File: src/rtl/pipeline_ctrl.sv
`default_nettype none
// ============================================================================
// Module      : pipeline_ctrl
// Description : Stall/flush sequencer for a 5-stage RV32IM pipeline. Merges
//               decode hazards, fetch redirects, execute mispredicts, divider
//               and data-memory waits and EBREAK halt into per-stage
//               stall/flush enables, a divider start pulse and two
//               saturating performance counters.
// Revision    : 1.0 - initial release
// ============================================================================
module pipeline_ctrl #(
  parameter int CNT_BITS = 32
) (
  input  logic                clk_i,
  input  logic                reset_i,
  input  logic                D_dataHazard_i,
  input  logic                D_predictPC_i,
  input  logic                E_correctPC_i,
  input  logic                E_isDIV_i,
  input  logic                E_divDone_i,
  input  logic                E_isEBREAK_i,
  input  logic                M_memBusy_i,
  input  logic                resume_i,
  output logic                F_stall_o,
  output logic                D_stall_o,
  output logic                D_flush_o,
  output logic                E_stall_o,
  output logic                E_flush_o,
  output logic                M_stall_o,
  output logic                E_divStart_o,
  output logic                halted_o,
  output logic [1:0]          state_o,
  output logic [CNT_BITS-1:0] stallCycles_o,
  output logic [CNT_BITS-1:0] flushCount_o
);

  localparam logic [1:0] ST_RUN      = 2'd0;
  localparam logic [1:0] ST_DIV_WAIT = 2'd1;
  localparam logic [1:0] ST_MEM_WAIT = 2'd2;
  localparam logic [1:0] ST_HALT     = 2'd3;

  localparam logic [CNT_BITS-1:0] CNT_MAX = '1;

  logic [1:0]          state_q, state_d;
  logic [CNT_BITS-1:0] stall_cnt_q, stall_cnt_d;
  logic [CNT_BITS-1:0] flush_cnt_q, flush_cnt_d;
  logic                correct_accept;

  // State register; reset returns to RUN from any wait state
  always_ff @(posedge clk_i or posedge reset_i) begin
    if (reset_i) state_q <= ST_RUN;
    else         state_q <= state_d;
  end

  // Next state: a memory wait overrides everything, but DIV_WAIT and HALT
  // keep their identity across it so the pending divide/halt is not lost.
  // MEM_WAIT without busy behaves exactly like RUN.
  always_comb begin
    state_d = state_q;
    if (M_memBusy_i) begin
      if (state_q == ST_RUN || state_q == ST_MEM_WAIT) state_d = ST_MEM_WAIT;
    end else begin
      case (state_q)
        ST_RUN, ST_MEM_WAIT: begin
          if (E_isDIV_i)         state_d = ST_DIV_WAIT;
          else if (E_isEBREAK_i) state_d = ST_HALT;
          else                   state_d = ST_RUN;
        end
        ST_DIV_WAIT: if (E_divDone_i) state_d = ST_RUN;
        ST_HALT:     if (resume_i)    state_d = ST_RUN;
        default:     state_d = ST_RUN;
      endcase
    end
  end

  // Mealy outputs in priority order: reset, memBusy, div, halt, correctPC,
  // dataHazard, predictPC
  always_comb begin
    F_stall_o      = 1'b0;
    D_stall_o      = 1'b0;
    E_stall_o      = 1'b0;
    M_stall_o      = 1'b0;
    D_flush_o      = 1'b0;
    E_flush_o      = 1'b0;
    E_divStart_o   = 1'b0;
    correct_accept = 1'b0;
    if (reset_i) begin
      D_flush_o = 1'b1;
      E_flush_o = 1'b1;
    end else if (M_memBusy_i) begin
      F_stall_o = 1'b1;
      D_stall_o = 1'b1;
      E_stall_o = 1'b1;
      M_stall_o = 1'b1;
    end else begin
      case (state_q)
        ST_RUN, ST_MEM_WAIT: begin
          if (E_isDIV_i) begin
            E_divStart_o = 1'b1;
            F_stall_o    = 1'b1;
            D_stall_o    = 1'b1;
            E_stall_o    = 1'b1;
          end else if (E_isEBREAK_i) begin
            // EBREAK advances this cycle; the halt takes effect next cycle
          end else if (E_correctPC_i) begin
            D_flush_o      = 1'b1;
            E_flush_o      = 1'b1;
            correct_accept = 1'b1;
          end else if (D_dataHazard_i) begin
            F_stall_o = 1'b1;
            D_stall_o = 1'b1;
            E_flush_o = 1'b1;
          end else if (D_predictPC_i) begin
            D_flush_o = 1'b1;
          end
        end
        ST_DIV_WAIT: begin
          if (!E_divDone_i) begin
            F_stall_o = 1'b1;
            D_stall_o = 1'b1;
            E_stall_o = 1'b1;
          end
        end
        default: begin
          F_stall_o = 1'b1;
          D_stall_o = 1'b1;
          E_stall_o = 1'b1;
        end
      endcase
    end
  end

  // Saturating counter next values; halted cycles are not stall cycles
  always_comb begin
    stall_cnt_d = stall_cnt_q;
    flush_cnt_d = flush_cnt_q;
    if (F_stall_o && state_q != ST_HALT && stall_cnt_q != CNT_MAX)
      stall_cnt_d = stall_cnt_q + 1'b1;
    if (correct_accept && flush_cnt_q != CNT_MAX)
      flush_cnt_d = flush_cnt_q + 1'b1;
  end

  // Performance counter registers
  always_ff @(posedge clk_i or posedge reset_i) begin
    if (reset_i) begin
      stall_cnt_q <= '0;
      flush_cnt_q <= '0;
    end else begin
      stall_cnt_q <= stall_cnt_d;
      flush_cnt_q <= flush_cnt_d;
    end
  end

  assign halted_o      = (state_q == ST_HALT);
  assign state_o       = state_q;
  assign stallCycles_o = stall_cnt_q;
  assign flushCount_o  = flush_cnt_q;

endmodule
`default_nettype wire

File: config.mk
export PLATFORM = sky130hd
export DESIGN_NAME = pipeline_ctrl
export DESIGN_NICKNAME = d
export VERILOG_FILES = /design/src/rtl/pipeline_ctrl.sv
export SDC_FILE = /design/constraint.sdc
export NUM_CORES = 1
export LEC_CHECK = 0
export ABC_AREA = 1
export BUFFER_PORTS_ARGS = -buffer_cell sky130_fd_sc_hd__buf_2
export CAP_MARGIN = 20
export CORE_MARGIN = 2
export CORE_UTILIZATION = 47
export DETAILED_ROUTE_END_ITERATION = 7
export HOLD_SLACK_MARGIN = 0.08
export MAX_ROUTING_LAYER = met4
export PLACE_DENSITY_LB_ADDON = 0.08
export SLEW_MARGIN = 30
export SYNTH_ARGS = -nofsm -noshare
export SYNTH_HDL_FRONTEND = slang
export SYNTH_SLANG_ARGS = --single-unit
File: constraint.sdc
create_clock -name clk_i -period 3.7 [get_ports clk_i]
set_clock_uncertainty 0.05 [all_clocks]
set_input_delay 0.37 -clock clk_i [delete_from_list [all_inputs] [get_ports clk_i]]
set_output_delay 0.37 -clock clk_i [all_outputs]
set_load 0.01 [all_outputs]
==> results.txt <==
Worst setup startpoint: reset_i
Max-slew violation count: 0
Slew margin rel.: 0.5025
Pin count of the biggest net entering global routing: 58
Antenna violations before repair: 0
Synth-to-layout area growth: 14.79%
Detailed Place HPWL: 9448 um
Vias: 4766
Final Hold Vio Count: 0
R2R Setup Slk: 1.17 ns
Num rows: 36
Net Switching: 693.8 uW
Most common cell after layout, fill and taps aside: nand2_1
CTS tree: yes
Fillers: 1006
Synth warnings: 0
WL final: 12860 um
Post-synth EDFFs: 0
Most frequent cells in the layout: 393 x nand2_1, 112 x nor2_1, 83 x buf_2
Status: complete, no violations
HP Class: in -> reg
First drt pass iteration count: 4
Maximum VDD drop: 0.2204 mV
Ys async rst share: 1.000
RSZ-0062 raised after global routing: no
Sequential cell area: 0.001652 mm^2
Worst-Margin Slew: 0.7463 ns
GPL Wtd Cong: 1.008
P_int: 1249 uW
Die Wd: 102.9 um
Comb pwr share: 0.237
Mapped Nets: 748
Vias in the first global route: 4402
Design Area, Final: 0.005274 mm^2
WL/cell: 13.45 um
Clk_lat worst skew: 0.36 ns
DRC: 0
Initial core utilization: 0.4766
Largest fanout on the critical path: 57
Sequential Power Share: 0.445
Die area: 0.01058 mm^2
Maximum capacitance violations: 0
Fmax: 0.3617 GHz
Post-synth top flop: dfrtp_1
Fin Setup TNS: 0 ns
Proportion of layout cells with a drive suffix above 1: 0.1409
Crit path required time: 3.28 ns
Nets: 831
Clock Sinks: 66
Crit path launch type: input pin
Power Total: 1943 uW
Final setup fails: 0
DIE HEIGHT: 102.9 um
Synth unique cells: 28
Synth Area per Inst: 6.242 um^2
Root buf cell: clkbuf_8
RR Startpoint: state_o[0]
Clock Power Share: 0.318
Crit path kind: in -> out
Pwr/cell area: 368.5 mW/mm^2
LEAKAGE: 0.002754 uW
Clk slew on worst S/H paths: 0.07 ns
Total number of H-tree levels: 3
Synth Cell Area: 0.004594 mm^2
Termination of the worst setup path: E_flush_o
Vias/cell: 4.985
Post-synthesis cell count: 736
Period Utilization, post-route: 0.7472
Sw frac: 0.3570
Cts repair resizes: 0
Wire length of the first global-routing pass: 21000 um
Multi-input combinational cell area: 0.002661 mm^2
Iter 0 DRT Violations: 203
Hold_ws: 0.2744 ns
Worst setup EP type: primary output
I/O pins: 84
Placed cell area: 0.005079 mm^2
Clock Tree Buf Depth: 2
Worst R2R Path Depth: 7
Final ANT Viol Nets: 0
Core Region: 0.009639 mm^2
FF+latch count, synth: 66
GR Overflow Total: 0
Sequential area share after synthesis: 0.3595
Num CTS Buffers: 9
FF-to-FF End: stallCycles_o[31]
Port-buffer cells: 83
Tmin final: 2.765 ns
CP Data Arrival Time: 2.34 ns
Antenna diode count: 0
Gr usage total: 0.2641
[worst min-delay path by stage]
stage	startpoint	to	cells after the start
global placement	reset_i	stallCycles_o[29]	2
finish	E_isEBREAK_i	state_o[1]	3
detailed placement	reset_i	stallCycles_o[29]	2
global route	E_isEBREAK_i	state_o[1]	3
CTS	E_isEBREAK_i	state_o[1]	3
floorplan	E_isEBREAK_i	state_o[1]	2
[layer usage]
layer	part of all wire	vias up	wire length, um	global-route usage
met1	0.44	2179	5661	0.3206
li1	-	2428	-	-
met2	0.49	133	6333	0.4424
met5	0	-	0	-
met4	0.023	0	298	0.09514
met3	0.044	26	569	0.04678
[power groups by stage]
stage	Clock [uW]	Combinational, uW	Sequential, uW
global placement	0	459	878
floorplan	0	325	886
global route	666	514	876
CTS	628	466	864
detailed placement	0	463	877
finish	618	460	865
[metrics by stage]
stage	std cells	setup WS (ns)	util
2_1_floorplan	736	0.6778	-
3_3_place_gp	940	1.197	0.5269
3_5_place_dp	940	1.168	0.5269
4_1_cts	956	0.8573	0.5471
5_1_grt	956	0.7023	0.5471
6_report	956	0.9354	0.5471
[synth_stat cells (4+ instances only)]
| cell type | instances | area [um^2] |
|---|---|---|
| nand2_1 | 393 | 1475 |
| nor2_1 | 112 | 420.4 |
| dfrtp_1 | 66 | 1652 |
| inv_1 | 40 | 150.1 |
| xor2_1 | 22 | 192.7 |
| nand3_1 | 21 | 105.1 |
| nand3b_1 | 15 | 112.6 |
| nand4_1 | 13 | 81.33 |
| buf_2 | 6 | 30.03 |
| o21ai_0 | 5 | 25.02 |
| xnor2_1 | 5 | 43.79 |
| inv_2 | 4 | 15.01 |
| nand2_2 | 4 | 25.02 |
| nor2_4 | 4 | 45.04 |
[worst max-delay path: stages]
cell,delay (ns)
dlygate4sd3_1,0.53
buf_2,0.15
inv_2,0.24
buf_4,0.65
o21ai_0,0.19
buf_2,0.19
[timing repair]
action	CTS	global route
endpoints found under the hold margin	11	0
setup buffers	0	0
hold buffers	1	0
[cell type report]
class | instances | area share
multi-input cells | 611 | 0.5046
flip-flops and latches | 66 | 0.3132
repair buffers | 86 | 0.08351
inverters | 45 | 0.03203
well taps | 133 | 0.03155
clock buffers | 12 | 0.02752
clock inverters | 3 | 0.007592
[kinds of logic after synthesis]
kind of cell / count (synthesis) / share of synthesized area
AOI/OAI and AO/OA: 12 / 0.01389
xor gates and xnor gates: 27 / 0.05147
adders and majority gates: 2 / 0.005446
buffers and inverters: 59 / 0.06127
DFF: 66 / 0.3595
and+or+nand+nor: 570 / 0.5084
[flip-flops by register name (all words and copies together), names as in the netlist]
register	flops
state_o	2
stallCycles_o	32
flushCount_o	32
No activity file was read; power rests on OpenSTA's default activity.
